`src/rtl/elastic_merge_arbiter_pkg.sv`:
```
// Shared parameters and types for the PE fork/merge elastic-channel blocks.
package elastic_merge_arbiter_pkg;

    localparam int PE_DATA_WIDTH   = 32;
    localparam int NEIGHBOR_PE_NUM = 4;
    localparam int MERGE_NUM_INPUT = NEIGHBOR_PE_NUM;
    localparam int MERGE_SRC_WIDTH = (MERGE_NUM_INPUT > 1) ? $clog2(MERGE_NUM_INPUT) : 1;

    typedef struct packed {
        logic [PE_DATA_WIDTH-1:0] data;
        logic                     valid;
    } elastic_ch_t;

    // Round-robin successor of a granted index; never reaches n.
    function automatic int rr_next(input int id, input int n);
        return (id == n - 1) ? 0 : id + 1;
    endfunction

endpackage

```
`src/rtl/elastic_merge_arbiter_rr_priority_picker.sv`:
```
// Combinational rotating-priority picker: first set request at or after ptr_i, wrapping.
module rr_priority_picker #(
    parameter int N = 4,
    parameter int W = (N > 1) ? $clog2(N) : 1
) (
    input  logic [N-1:0] req_i,
    input  logic [W-1:0] ptr_i,
    output logic [W-1:0] grant_id_o,
    output logic         any_o
);

    logic [W:0] idx_s;

    // Walk from the farthest candidate back to ptr_i so the nearest request wins.
    always_comb begin
        grant_id_o = '0;
        idx_s      = '0;
        for (int k = N - 1; k >= 0; k--) begin
            idx_s = {1'b0, ptr_i} + (W + 1)'(k);
            if (idx_s >= (W + 1)'(N)) begin
                idx_s = idx_s - (W + 1)'(N);
            end else begin
                idx_s = idx_s;
            end
            if (req_i[idx_s[W-1:0]]) begin
                grant_id_o = idx_s[W-1:0];
            end else begin
                grant_id_o = grant_id_o;
            end
        end
        any_o = |req_i;
    end

endmodule

```
`src/rtl/elastic_merge_arbiter.sv`:
```
// Round-robin merge of NUM_INPUT elastic channels into one registered output stage.
module elastic_merge_arbiter
    import elastic_merge_arbiter_pkg::*;
#(
    parameter int DATA_WIDTH = PE_DATA_WIDTH,
    parameter int NUM_INPUT  = MERGE_NUM_INPUT,
    parameter int SRC_WIDTH  = $clog2(NUM_INPUT)
) (
    input  logic                                 clk,
    input  logic                                 reset,
    input  logic [NUM_INPUT-1:0][DATA_WIDTH-1:0] input_data,
    input  logic [NUM_INPUT-1:0]                 valid_input,
    output logic [NUM_INPUT-1:0]                 stop_input,
    output logic [DATA_WIDTH-1:0]                output_data,
    output logic [SRC_WIDTH-1:0]                 output_src,
    output logic                                 valid_output,
    input  logic                                 stop_output
);

    logic                  out_valid_q, out_valid_d;
    logic [DATA_WIDTH-1:0] out_data_q,  out_data_d;
    logic [SRC_WIDTH-1:0]  out_src_q,   out_src_d;
    logic [SRC_WIDTH-1:0]  rr_ptr_q,    rr_ptr_d;

    logic [SRC_WIDTH-1:0]  grant_id_s;
    logic                  any_req_s;
    logic                  can_accept_s;
    logic                  grant_vld_s;

    rr_priority_picker #(
        .N (NUM_INPUT),
        .W (SRC_WIDTH)
    ) u_picker (
        .req_i      (valid_input),
        .ptr_i      (rr_ptr_q),
        .grant_id_o (grant_id_s),
        .any_o      (any_req_s)
    );

    // Grant qualification and per-input backpressure; reset blocks every grant.
    always_comb begin
        can_accept_s = !out_valid_q || !stop_output;
        grant_vld_s  = any_req_s && can_accept_s && !reset;
        for (int i = 0; i < NUM_INPUT; i++) begin
            stop_input[i] = !(grant_vld_s && (grant_id_s == SRC_WIDTH'(i)));
        end
    end

    // Next state of output stage and pointer.
    always_comb begin
        out_valid_d = out_valid_q;
        out_data_d  = out_data_q;
        out_src_d   = out_src_q;
        rr_ptr_d    = rr_ptr_q;
        if (grant_vld_s) begin
            out_valid_d = 1'b1;
            out_data_d  = input_data[grant_id_s];
            out_src_d   = grant_id_s;
            rr_ptr_d    = SRC_WIDTH'(rr_next(int'(grant_id_s), NUM_INPUT));
        end else if (!stop_output) begin
            out_valid_d = 1'b0;
        end else begin
            out_valid_d = out_valid_q;
        end
    end

    // State registers; reset drops any word still held in the output stage.
    always_ff @(posedge clk) begin
        if (reset) begin
            out_valid_q <= 1'b0;
            out_data_q  <= '0;
            out_src_q   <= '0;
            rr_ptr_q    <= '0;
        end else begin
            out_valid_q <= out_valid_d;
            out_data_q  <= out_data_d;
            out_src_q   <= out_src_d;
            rr_ptr_q    <= rr_ptr_d;
        end
    end

    assign valid_output = out_valid_q;
    assign output_data  = out_data_q;
    assign output_src   = out_src_q;

endmodule

```
`config.mk`:
```
export PLATFORM = sky130hd
export DESIGN_NAME = elastic_merge_arbiter
export DESIGN_NICKNAME = d
export VERILOG_FILES = /design/src/rtl/elastic_merge_arbiter_pkg.sv /design/src/rtl/elastic_merge_arbiter_rr_priority_picker.sv /design/src/rtl/elastic_merge_arbiter.sv
export SDC_FILE = /design/constraint.sdc
export NUM_CORES = 1
export LEC_CHECK = 0
export CAP_MARGIN = 10
export CORE_UTILIZATION = 32
export CTS_CLUSTER_SIZE = 16
export DETAILED_ROUTE_END_ITERATION = 7
export PLACE_DENSITY = 0.85
export SLEW_MARGIN = 10
export SYNTH_ARGS = -nofsm -noshare
export SYNTH_HDL_FRONTEND = slang
export SYNTH_SLANG_ARGS = --single-unit
```
`constraint.sdc`:
```
create_clock -name clk -period 1.9 [get_ports clk]
set_input_delay 0.38 -clock clk [delete_from_list [all_inputs] [get_ports clk]]
set_output_delay 0.38 -clock clk [all_outputs]
set_load 0.005 [all_outputs]
```
# == Yosys cells after proc, flatten, opt, wreduce, memory -nomap -nowiden ==
# Index checks and enable logic that the tools add are counted.
# totals
mem_bits_ro,0
register_bits,37
output_inout_bits,39
latch_bits,0
in_bits,135
memories,0
word_cells,63
ram_bits,0
# classes
magnitude_cmp,9
n_shift,0
addsub,8
div,0
eq_ne,5
muxes,21
n_reduce_logical,16
mul,0
bitwise,0
# op_table
operator,count
$bmux W32 S2,1
$mux W32,1
$mux W2,9
$lt A2 B3 Y1 const B,5
$ge A3 B3 Y1 const B,3
$bmux W1 S2,4
$sub A2 B1 Y2 const B,4
$logic_not A1 Y1,7
$add A2 B2 Y3 const B,2
$logic_and A1 B1 Y1,6
$mux W1,6
$eq A2 B1 Y1 const B,2
$eq A2 B2 Y1 const B,2
$reduce_or A4 Y1,1
$add A2 B1 Y3 const B,1
$ge A2 B3 Y1 const B,1
$add A2 B1 Y2 const B,1
$logic_not A2 Y1,1
$ne A2 B1 Y1 const B,1
$logic_or A1 B1 Y1,1

# == Longest topological paths before layout ==
# Gate-level depths: netlist (run 1).
# depth
word_depth,12
mapped_depth,7
ltp_nobuf,6

# == By module ==
# From an unflattened synthesis (run 1), not the netlist that was laid out.
# unflattened
cells_unflattened,153
area_unflattened_um2,2125.8
# by_module_without_submodules
mod,n_inst,area_per_inst_um2,seq_area_each_um2,cells_per_inst
elastic_merge_arbiter,1,2048.2,740.7,140
rr_priority_picker,1,77.6,0.0,13

# == Worst setup path after synthesis (run 1) ==
# Ideal clock, no wire load.
# synth_path
kind,input -> output
startpoint,input port valid_input[2]
endpoint,output port stop_input[3]
path_buffers,1
setup_slack_ns,-0.049
required_ns,1.520
arrival_time_ns,1.569
cell_stages,6
cell_sequence,nor2b_1 -> or4b_4 -> nand2_8 -> buf_8 -> ha_1 -> nand2_1
# synth_between
elab_chain_len,9
elab_cells_between_ends,18
cone_classes,1 x eq/ne; 12 x mux; 5 x reduce/logical
# synth_lines
element,line,text
from (decl),elastic_merge_arbiter.sv:12,"input logic [NUM_INPUT-1:0] valid_input,"
$bmux W1 S2,elastic_merge_arbiter_rr_priority_picker.sv:25,if (req_i[idx_s[W-1:0]]) begin
$mux W1 (implied by the code),elastic_merge_arbiter_rr_priority_picker.sv:25,
$mux W2 (4 in a row),elastic_merge_arbiter_rr_priority_picker.sv:25,
$eq A2 B2 Y1,elastic_merge_arbiter.sv:45,stop_input[i] = !(grant_vld_s && (grant_id_s == SRC_WIDTH'(i)));
$logic_and A1 B1 Y1 *,elastic_merge_arbiter.sv:45,
$logic_not A1 Y1 *,elastic_merge_arbiter.sv:45,
to (decl),elastic_merge_arbiter.sv:13,"output logic [NUM_INPUT-1:0] stop_input,"
# Mark *: on every way between the ends. The rest lies on a longest branch, timed or not. The select of a mux whose other input is x is not followed.

# == Worst setup path in the final report (run 1) ==
# Same ends and word-level chain as after synthesis.

==> metrics.yaml, run 1 <==
hold_viol: 0
arrival_ps: 1740
vias: 2558
max_stage_delay_ps: 550
placed_area_um2: 4264
netlist_instances: 219
coreArea_um2: 7253
finalClockSkew_ps: 5.281
multi_input_area_um2: 1841
via_per_inst: 4.986
first_iter_violations: 59
cts.sinks: 37
worstPathCellList: "buf_6, buf_6, nor2b_4, or4b_4, nand2_8, buf_6, ha_4, nand2_2, buf_6"
fin_nets: 550
ff2ff_setup_slack_ps: -190
endpoint_kind: "primary output"
setup_ws_ps: -222.3
io_pins: 174
syn_nets: 355
slowest_stage: "or4b_4"
ctsLongestPathBuffers: 2
finalSetupViolCount: 31
hold_buffers: 0
maxSlewHeadroom: 0.6958
crit_top_cell: "buf_6"
num_rows: 31
powerDensity_nw_per_um2: 707.7
io_buffers: 173
worstSkewPairLatency_ps: 280
detail_route.wl_per_cell_um: 17.13
track_usage: 0.2066
grt_pass1_wl_um: 12460
syn_area_um2: 2410
irDropWorstVdd_v: 0.0003930
antenna_cells: 0
gp_congestion: 0.7395
htreeDepth: 2
fmax_mhz: 471.2
antenna_found_initial: 0
timing.hold.ws_ps: 464.8
synth_edf_count: 0
status: "finished, violations left"
hold_path.class: "flip-flop to flip-flop"
routed_wl_um: 8790
clk_pin_slew_ps: 70
numCtsBuffers: 5
min_period_ps: 2122
syn_to_final_growth_pct: 101.9
tightest_slew_ps: 452.1
maxCapViolCount: 0
yosysSeqAreaShare: 0.3074
placed_cells: 496
fin_crit_sh: 1.117
start_util: 0.3322
drive_above_1_share: 0.3019
critPathMaxFanout: 4
crit_required_ps: 1520
syn_avg_cell_area_um2: 11.00
cts_tree: "yes"
p_leak_nw: 1.727
drc: 0
globalRouteOverflowTotal: 0
ys_types: 23
rsz0062_at_grt: "yes"
cp-start-kind: "primary input"
grt_max_degree: 33
grt_pass1_vias: 2698
drv_slew: 0
violations: "negative setup slack"
yosysTopAreaCell: "dfxtp_1"
fin_cells: 513
cts_root_buffer: "clkbuf_8"
synth-seq-cells: 37
fillers: 545
yosys.area.top_type_share: 0.3074
fin_area_um2: 4865
dieArea_um2: 7882
worstSetupPathType: "primary input to primary output"
ys_async_sr_fraction: 0
synth.area.top_cells: "dfxtp_1 31%, mux2i_1 27%, o221ai_2 20%"
yosys_warnings: 0
dieHeight_um: 88.78
place_hpwl_um: 5817
seqCellArea_um2: 745.7
ant_nets: 0
ys.flop_type: "dfxtp_1"
first_pass_iters: 4
die_w_um: 88.78
==> power breakdown <==
part,internal (mW),switching (mW),total [mW]
Clock,0.288,0.264,0.552
Combinational,1.17,0.727,1.90
Sequential,0.916,0.0768,0.993
Total,2.37,1.07,3.44
==> through the flow <==
step	setup TNS (ps)	total power, mW	setup slack, ps	utilization
CTS	-4876	3.324	-269.3	0.6498
global route	-5747	3.614	-274.8	0.6707
global placement	-25180	2.408	-865.6	0.5879
floorplan	-8.651	1.812	-8.651	-
detailed placement	-27170	2.437	-873.6	0.5879
finish	-3914	3.443	-222.3	0.6707
==> sequential cells by signal, indices dropped and copies added (netlist names) <==
register / count
output_data: 32
output_src: 2
rr_ptr_q: 2
valid_output: 1
==> synthesized netlist by cell type (all sizes together), types with 2 or more instances <==
library cell  number
mux2i             64
nand2             43
dfxtp             37
o221ai            32
buf               14
a21oi              6
nor2               4
nor2b              4
clkbuf             3
or2                2
==> layer usage <==
| metal | GRT usage | part of all wire |
|---|---|---|
| met5 | 0 | 0 |
| met4 | 0.07918 | 0.023 |
| met1 | 0.2212 | 0.37 |
| met2 | 0.3902 | 0.54 |
| met3 | 0.04851 | 0.069 |
==> final timing paths <==
path                                        end  cells past startpoint           start
worst min register to register    output_src[0]                      2   output_src[0]
worst max register to register  output_data[30]                      8     rr_ptr_q[0]
worst min-delay path              output_src[0]                      2   output_src[0]
worst max-delay path              stop_input[3]                      9  valid_input[2]
==> what timing repair did <==
action	CTS	global route
setup buffers	10	2
resized for setup	76	42
pin swaps	5	16
endpoints found under the setup margin	37	37
cloned	3	0
==> cell usage in the layout, fill, tap and decap left out, types with 3 or more instances in the layout <==
cell,synthesis,routed
a21oi_1,6,6
buf_12,6,4
buf_2,0,4
buf_4,7,18
buf_6,0,9
clkbuf_8,0,6
clkdlybuf4s50_1,0,165
dfxtp_1,37,35
mux2i_1,64,29
mux2i_2,0,12
mux2i_4,0,23
nand2_1,42,40
nor2b_1,4,3
o221ai_2,32,32
==> cell families (layout without fill, tap and decap cells) <==
family,after synthesis,in the layout,synth area share
flops,37,37,0.3074
fa+ha+maj,1,1,0.005191
compound gates,41,41,0.2222
mux,64,64,0.2658
buf+inv,17,212,0.08255
simple gates,59,59,0.1168
==> layout make-up <==
| class | count | area share |
|---|---|---|
| repair buffers | 205 | 0.4252 |
| well taps | 99 | 0.02546 |
| flip-flops and latches | 37 | 0.1533 |
| clock buffers | 7 | 0.01775 |
| multi-input cells | 165 | 0.3783 |
==> worst max-delay path, delay by kind of cell <==
kind	cells	cell delay [ps]
simple gates	4	810
buf+inv	4	420
fa+ha+maj	1	120
Power figures use the tool's default switching activity.
==> run 2: changes to the inputs <==
--- a/config.mk
+++ b/config.mk
@@ -9,7 +9,7 @@
 export CORE_UTILIZATION = 32
 export CTS_CLUSTER_SIZE = 16
 export DETAILED_ROUTE_END_ITERATION = 7
-export PLACE_DENSITY = 0.85
+export PLACE_DENSITY = 0.78
 export SLEW_MARGIN = 10
 export SYNTH_ARGS = -nofsm -noshare
 export SYNTH_HDL_FRONTEND = slang
==> run 2 against run 1 <==
Against the previous run:
- the run still ends with negative setup slack left
- worst hold slack better by 0.80 ps
- maximum frequency up 2.7%
- clock power rose by 2%
- global-route usage decreased by 1.3 points
- register-to-register slack better by 150 ps
- design area up 1.5%
- largest power group unchanged
- sequential share of layout area decreased by 0.17 points
- core utilization up 0.98 points
- cell count shrank 0.39%
- highest routed layer unchanged
- combinational power increased by 3%
- critical endpoint is now stop_input[0]
- routed wire length down 2.2%
==> metrics.yaml, run 2 (synthesis results as in run 1) <==
seqCellArea_um2: 748.2
min_period_ps: 2067
maxCapViolCount: 0
utilization: 0.6805
htreeDepth: 2
irDropWorstVdd_v: 0.0003462
detail_route.wl_per_cell_um: 16.82
p_sw_frac: 0.3093
antenna_found_initial: 0
gp_congestion: 0.7734
cp-start-kind: "primary input"
clk_pin_slew_ps: 70
fillers: 578
syn_to_final_growth_pct: 104.8
crit_required_ps: 1520
timing.hold.ws_ps: 465.6
routed_wl_um: 8595
powerDensity_nw_per_um2: 709.9
p_clk_frac: 0.160
start_util: 0.3322
cts_tree: "yes"
rsz0062_at_grt: "yes"
track_usage: 0.1933
first_pass_iters: 4
worst-r2r-cell-count: 7
hold_buffers: 0
dieHeight_um: 88.78
fin_nets: 548
cts.sinks: 37
fin_setup_tns_ps: -968.2
p_seq_frac: 0.284
largest_reg_flops: 32
placed_cells: 492
layout_common_cells: "164 x clkdlybuf4s50_1, 41 x nand2_1, 35 x dfxtp_1"
endpoint_kind: "primary output"
crit-reg2reg-launch: "rr_ptr_q[0]"
io_pins: 174
cts_root_buffer: "clkbuf_8"
pwr-share-comb: 0.556
layout_commonest_cell: "clkdlybuf4s50_1"
ff2ff_setup_slack_ps: -40
violations: "negative setup slack"
dieArea_um2: 7882
power_mw: 3.504
ant_nets: 0
tightest_slew_ps: 539.5
hold_depth: 2
finalClockSkew_ps: 6.049
p_leak_nw: 1.741
setup_ws_ps: -166.7
arrival_ps: 1690
fin_cells: 511
status: "finished, violations left"
via_per_inst: 4.904
hold_path.class: "flip-flop to flip-flop"
dp_slack_ps: -835.4
worstSkewPairLatency_ps: 280
worstSetupStartpoint: "valid_input[2]"
internal_power_mw: 2.420
io_buffers: 173
grt_pass1_wl_um: 11580
ctsLongestPathBuffers: 2
power.switching_mw: 1.084
maxSlewHeadroom: 0.6403
numCtsBuffers: 5
crit_end: "stop_input[0]"
drive_above_1_share: 0.3252
grt_max_degree: 33
globalRouteOverflowTotal: 0
drc: 0
r2r_end: "output_data[24]"
die_w_um: 88.78
placed_area_um2: 4259
finalSetupViolCount: 30
fmax_mhz: 483.9
vias: 2506
worstSetupPathType: "primary input to primary output"
hold_viol: 0
first_iter_violations: 76
fin_crit_sh: 1.088
multi_input_area_um2: 1871
drv_slew: 0
antenna_cells: 0
place_hpwl_um: 5721
coreArea_um2: 7253
critPathMaxFanout: 3
grt_pass1_vias: 2493
fin_area_um2: 4936
num_rows: 31
-- run 2: worst max-delay path, stage by stage --
cell      delay (ps)
buf_4            120
nor2b_4          120
a21boi_2         140
o32a_1           320
buf_6            130
nand2b_4         130
or2_1            200
buf_2            130
-- run 2: area by class of cell --
| type | instances | share of cell area |
|---|---|---|
| clock buffers | 7 | 0.01749 |
| multi-input cells | 165 | 0.3790 |
| flip-flops and latches | 37 | 0.1516 |
| well taps | 99 | 0.02510 |
| repair buffers | 203 | 0.4269 |
-- run 2: routing by layer --
| metal | routed length (µm) | global-route usage |
|---|---|---|
| met5 | 0 | 0 |
| met2 | 4585 | 0.3734 |
| met4 | 53 | 0.05718 |
| met3 | 579 | 0.05877 |
| met1 | 3376 | 0.1984 |
-- run 2: timing repair --
item,CTS,global route
endpoints found under the setup margin,37,33
pin swaps,5,3
resized for setup,58,72
buffers inserted,6,2
cloned,1,5
-- run 2: power by group through the flow --
stage          logic, mW  clock network, mW  registers [mW]
6_report            1.95              0.562           0.994
5_1_grt             2.05              0.614            1.01
4_1_cts             1.56              0.571           0.990
3_5_place_dp        1.43                  0            1.00
3_3_place_gp        1.41                  0           0.996
2_1_floorplan      0.803                  0            1.01
-- run 2: worst min path at each step --
stage	start	end	slack, ps
2_1_floorplan	rr_ptr_q[0]	rr_ptr_q[0]	440
3_3_place_gp	output_data[28]	output_data[28]	450
3_5_place_dp	output_data[2]	output_data[2]	450
4_1_cts	output_src[1]	output_src[1]	470
5_1_grt	output_data[6]	output_data[6]	490
6_report	output_src[1]	output_src[1]	470
